==> src/rtl/booth_r4_pkg.sv <==
// booth_r4_pkg: shared types for the radix-4 Booth sequential multiplier.
//   state_t       : controller FSM states
//   booth_digit_t : recoded Booth digit driven into the row generator
//   booth_decode  : 3-bit multiplier window {b[2i+1], b[2i], b[2i-1]} -> digit
package booth_r4_pkg;

  typedef enum logic [1:0] {IDLE, RUN, DONE} state_t;

  typedef enum logic [2:0] {ZERO, POS1, POS2, NEG1, NEG2} booth_digit_t;

  function automatic booth_digit_t booth_decode(input logic [2:0] win);
    case (win)
      3'b001, 3'b010: return POS1;
      3'b011:         return POS2;
      3'b100:         return NEG2;
      3'b101, 3'b110: return NEG1;
      default:        return ZERO;  // 000 and 111
    endcase
  endfunction

endpackage

==> src/rtl/booth_r4_pp_row.sv <==
// booth_r4_pp_row: combinational radix-4 Booth partial-product row.
//   a     : multiplicand, signed two's complement, WIDTH bits
//   digit : Booth digit in {-2,-1,0,+1,+2}
//   row   : digit*a, signed, WIDTH+2 bits (enough for -2 * -2^(WIDTH-1))
module booth_r4_pp_row
  import booth_r4_pkg::*;
#(
  parameter int WIDTH = 8
) (
  input  logic [WIDTH-1:0] a,
  input  booth_digit_t     digit,
  output logic [WIDTH+1:0] row
);

  logic [WIDTH+1:0] ax, ax2;

  assign ax  = {{2{a[WIDTH-1]}}, a};
  assign ax2 = {ax[WIDTH:0], 1'b0};

  // Negation is taken on the sign-extended value so -(-2^(W-1)) is exact.
  always_comb begin
    row = '0;
    case (digit)
      POS1:    row = ax;
      POS2:    row = ax2;
      NEG1:    row = ~ax + (WIDTH+2)'(1);
      NEG2:    row = ~ax2 + (WIDTH+2)'(1);
      default: row = '0;
    endcase
  end

endmodule

==> src/rtl/booth_r4_seq_mult.sv <==
// booth_r4_seq_mult: sequential signed radix-4 Booth multiplier.
// One Booth digit per cycle through a single shared row generator; the
// shifted row is registered once before accumulation, so RUN lasts
// WIDTH/2+1 cycles (the last one drains the final row into prod_out).
//   clk, rst            : clock, async active-high reset
//   in_valid/in_ready   : operand handshake (a_in, b_in sampled on accept)
//   out_valid/out_ready : product handshake, prod_out registered
// Build option: define APPROX_LSB_TRUNC_EN to zero the low TRUNC_COLS
// columns of every shifted row (approximate product, no compensation).
module booth_r4_seq_mult
  import booth_r4_pkg::*;
#(
  parameter int WIDTH      = 8,
  parameter int TRUNC_COLS = 4
) (
  input  logic               clk,
  input  logic               rst,
  input  logic               in_valid,
  output logic               in_ready,
  input  logic [WIDTH-1:0]   a_in,
  input  logic [WIDTH-1:0]   b_in,
  output logic               out_valid,
  input  logic               out_ready,
  output logic [2*WIDTH-1:0] prod_out
);

  localparam int PW = 2 * WIDTH;
  localparam int ND = WIDTH / 2;
  localparam int CW = (ND > 1) ? $clog2(ND) : 1;

`ifdef APPROX_LSB_TRUNC_EN
  localparam int TRUNC_EN = 1;
`else
  localparam int TRUNC_EN = 0;
`endif
  localparam int            TC         = TRUNC_COLS * TRUNC_EN;
  localparam logic [PW-1:0] TRUNC_MASK = {PW{1'b1}} << TC;

  state_t          state, nstate;
  logic [CW-1:0]   cnt;
  logic            drain;
  logic [WIDTH-1:0] a_r, b_r;
  logic [PW-1:0]   acc, row_q;

  logic [WIDTH:0]   bext;
  logic [2:0]       win;
  booth_digit_t     digit;
  logic [WIDTH+1:0] row;
  logic [PW-1:0]    row_ext, row_sh;

  // Row generation for digit cnt; b[-1] = 0 comes from the appended zero.
  assign bext    = {b_r, 1'b0};
  assign win     = bext[{cnt, 1'b0} +: 3];
  assign digit   = booth_decode(win);
  assign row_ext = {{(PW-WIDTH-2){row[WIDTH+1]}}, row};
  assign row_sh  = (row_ext << {cnt, 1'b0}) & TRUNC_MASK;

  booth_r4_pp_row #(.WIDTH(WIDTH)) u_row (
    .a     (a_r),
    .digit (digit),
    .row   (row)
  );

  // FSM: state register
  always_ff @(posedge clk or posedge rst) begin
    if (rst) state <= IDLE;
    else     state <= nstate;
  end

  // FSM: next state
  always_comb begin
    nstate = state;
    case (state)
      IDLE:    if (in_valid) nstate = RUN;
      RUN:     if (drain) nstate = DONE;
      DONE:    if (out_ready) nstate = IDLE;
      default: nstate = IDLE;
    endcase
  end

  // FSM: outputs, state-only
  always_comb begin
    in_ready  = (state == IDLE);
    out_valid = (state == DONE);
  end

  // Datapath
  always_ff @(posedge clk or posedge rst) begin
    if (rst) begin
      a_r      <= '0;
      b_r      <= '0;
      acc      <= '0;
      row_q    <= '0;
      cnt      <= '0;
      drain    <= 1'b0;
      prod_out <= '0;
    end else begin
      case (state)
        IDLE: if (in_valid) begin
          a_r   <= a_in;
          b_r   <= b_in;
          acc   <= '0;
          row_q <= '0;
          cnt   <= '0;
          drain <= 1'b0;
        end
        RUN: begin
          acc <= acc + row_q;
          if (drain) begin
            prod_out <= acc + row_q;
          end else begin
            row_q <= row_sh;
            if (cnt == CW'(ND-1)) drain <= 1'b1;
            else                  cnt   <= cnt + CW'(1);
          end
        end
        default: ;
      endcase
    end
  end

endmodule
==> config.mk <==
export PLATFORM = sky130hd
export DESIGN_NAME = booth_r4_seq_mult
export DESIGN_NICKNAME = d
export VERILOG_FILES = /design/src/rtl/booth_r4_pkg.sv /design/src/rtl/booth_r4_pp_row.sv /design/src/rtl/booth_r4_seq_mult.sv
export SDC_FILE = /design/constraint.sdc
export NUM_CORES = 1
export LEC_CHECK = 0
export BUFFER_PORTS_ARGS = -buffer_cell sky130_fd_sc_hd__buf_2
export CAP_MARGIN = 20
export CORE_UTILIZATION = 33
export CTS_BUF_LIST = sky130_fd_sc_hd__clkbuf_16
export DETAILED_ROUTE_END_ITERATION = 12
export GPL_ROUTABILITY_DRIVEN = 0
export PLACE_DENSITY_LB_ADDON = 0.3
export SYNTH_ARGS = -nofsm -noshare
export SYNTH_HDL_FRONTEND = slang
export SYNTH_SLANG_ARGS = --single-unit
==> constraint.sdc <==
create_clock -name clk -period 3.4 [get_ports clk]
set_input_delay 0.51 -clock clk [delete_from_list [all_inputs] [get_ports clk]]
set_output_delay 0.51 -clock clk [all_outputs]
set_load 0.01 [all_outputs]
==> impl_metrics.ini <==
[status]
status = completed

[yosys]
synthAdderAreaFrac_pct = 5.58
synthArstFlopShare_pct = 100
yosysUniqueCellTypes = 68
synthesis.nets = 501
synth_area_leaders = dfrtp_1, nand2_1, o21ai_0, ha_1, nand3_1
synthSimpleGateAreaFrac_pct = 19.8
seq_area_frac_synth_pct = 41.4
yosysWarnings = 0
synth_ff_type = dfrtp_1
synth.top_cell.area_share_pct = 41.4
synth_area_leader_cell = dfrtp_1
syn_inst = 463
ys_ff_latch = 69
synth.area.mux_share_pct = 4.23
synth_xor_area_share_pct = 4.74
avgSynthCellArea_um2 = 9.01
syn_area_um2 = 4170
synth_top_family_by_area = compound AO/OA/AOI/OAI gates
synth_edf_count = 0
synth_compound_area_share_pct = 21.1

[route]
vias = 3462
antenna_left = 0
wire_per_inst_um = 14.2
vias_per_cell = 5.17
drc_errors = 0
firstDrtPassIters = 4
drt-total-wl_mm = 9.50
drtIter0Drc = 131

[timing]
hold_viol = 0
fin_crit_sh_pct = 79.7
slew_headroom_pct = 37.9
worst_pin_slew_ns = 0.928
min_period_ns = 2.71
setup_tns_ns = 0
rsz0062_at_grt = no
slew_violations = 0
setup_viol = 0
fmax_ghz = 0.369
clock_skew_ns = 0.00691

[critical_path]
timing.rr.start = cnt[1]$_DFFE_PP0P_
slowest_stage = dfrtp_1
crit_buf_inv = 0
critPathMaxStageDelay_ns = 0.61
crit_type = flop to flop
reg2reg_depth = 7
end_kind = flop
worst-path-stages = 7
crit_path_frequent_cell = a31oi_1
endpoint = row_q[12]$_DFFE_PP0P_
worstPathRequired_ns = 3.66
start_kind = flop
reg2reg_slack_ns = 0.69
path_max_fanout = 14
reg2reg_to = row_q[12]$_DFFE_PP0P_
critical_path_arrival_ns = 2.97
startpoint = cnt[1]$_DFFE_PP0P_
cp_cell_sequence = mux2_2 > a21oi_4 > xor2_2 > or3_1 > a31oi_1 > o21ai_0 > a31oi_1
cp_top_family = compound AO/OA/AOI/OAI gates

[placement]
hpwl_mm = 7.00
portBuffers = 37
placed_cells = 653

[die]
die_w_um = 114
ios = 38
start_util_pct = 34.3
design.core.area_um2 = 12200
core.rowCount = 40
die_y_um = 114
dieArea_um2 = 13100

[global_route]
grt_util_all_layers_pct = 16.2
gr-total-overflow = 0
grt_pass1_vias = 3428
antenna_found_initial = 0
grt_max_degree = 45
grt_pass1_wl_mm = 16.7

[power]
peakVddDrop_mv = 0.553
power.leakage_nw = 2.28
p_per_area_nw_per_um2 = 1190

[clocking]
clk_latency_ns = 0.34
hold_buffers = 0
numCtsBuffers = 9
root_buffer = clkbuf_16
htreeDepth = 3
clock_sinks = 69
cts_buffer_depth = 2
clk_pin_slew_ns = 0.05
cts_tree = built
post_cts_buffers = 0
cts_resized = 0

[cells_and_area]
area_delta_synth_final_pct = 15.5
layoutNonFillerInstCount = 669
fillers = 1231
insertedDiodeCount = 0
final_cell_mix = nand2_1, dfrtp_1, o21ai_0, buf_2, nand3_1
drive_above_1_share_pct = 16.2
layout_commonest_cell = nand2_1
final_nets = 534

[job]
cap_violations = 0

[worst_hold_path]
hp-class = primary input to asynchronous set/reset pin
==> cell type report <==
type / count / area (um2) / area share (%)
Inverter: 10 / 37.5 / 0.780
Clock buffer: 9 / 225 / 4.68
Sequential cell: 69 / 1730 / 35.9
Multi-Input combinational cell: 362 / 2310 / 48.0
Clock inverter: 7 / 66.3 / 1.38
Tap cell: 168 / 210 / 4.37
Timing Repair Buffer: 44 / 238 / 4.94
==> through the flow <==
step                      setup slack, ns  area (um2)  hold slack (ns)  total power, mW  utilization (%)
after detailed placement            0.686        4520            0.466             4.79             37.2
after global routing                0.484        4810            0.259             6.26             39.6
final                               0.689        4810            0.223             5.71             39.6
after global placement              0.747        4520            0.455             4.72             37.2
after CTS                           0.674        4810            0.230             5.75             39.6
after floorplan                      1.11        4170            0.440             4.03                -
==> logic make-up after synthesis <==
group / Yosys count
AO/OA/AOI/OAI: 131
XOR/XNOR: 18
adder cells (fa/ha/maj): 18
buffers and inverters: 32
flip-flops: 69
multiplexers: 14
AND/OR/NAND/NOR: 181
==> metal layers <==
layer  routed length (um)  up-vias  track usage [%]
met5                    0        -                0
met4                  161        0             5.45
met3                  445       13             4.18
met2                 4240       80             25.2
met1                 4650     1630             21.8
li1                     -     1739                -
==> sequential cells by signal (all words and copies together) (netlist names) <==
signal and cells:
acc 16, prod_out 16, row_q 16, a_r 8, b_r 8, cnt 2
state 2, drain 1
==> cell usage after synthesis (3+ instances only) <==
master and instances:
a22oi_1 3, nand2_1 94, o21ai_0 48, and2_1 5
a211oi_1 4, inv_1 9, nor3_1 3, buf_2 4
and3_1 6, mux2i_1 6, nor2_1 21, o21ai_1 3
o31ai_1 5, clkbuf_1 16, a21oi_1 21, nand3_1 24
o21bai_1 4, nand2b_1 4, xnor2_1 5, dfrtp_1 69
or3_1 4, a31oi_1 4, xor2_1 10, mux2_2 5
a21o_1 5, a221oi_1 6, ha_1 17, nor2b_1 5
==> worst register-to-register path, stage by stage, from the launching register on <==
cell,delay [ns]
dfrtp_1,0.61
mux2_2,0.47
a21oi_4,0.38
xor2_2,0.21
or3_1,0.45
a31oi_1,0.21
o21ai_0,0.12
a31oi_1,0.19
==> power breakdown <==
| group | total [mW] | internal, mW | switching [mW] |
|---|---|---|---|
| logic | 3.26 | 1.32 | 1.95 |
| registers | 1.51 | 1.20 | 0.316 |
| clock network | 0.932 | 0.563 | 0.368 |
==> worst min path at each step <==
stage	start	end	cells after the start
floorplan	b_r[4]$_DFFE_PP0P_	b_r[4]$_DFFE_PP0P_	2
global placement	prod_out[13]$_DFFE_PP0P_	prod_out[13]$_DFFE_PP0P_	2
detailed placement	prod_out[8]$_DFFE_PP0P_	prod_out[8]$_DFFE_PP0P_	2
CTS	rst	acc[14]$_DFFE_PP0P_	3
global route	rst	acc[13]$_DFFE_PP0P_	3
finish	rst	a_r[5]$_DFFE_PP0P_	3
No activity file was read; power rests on OpenSTA's default activity.
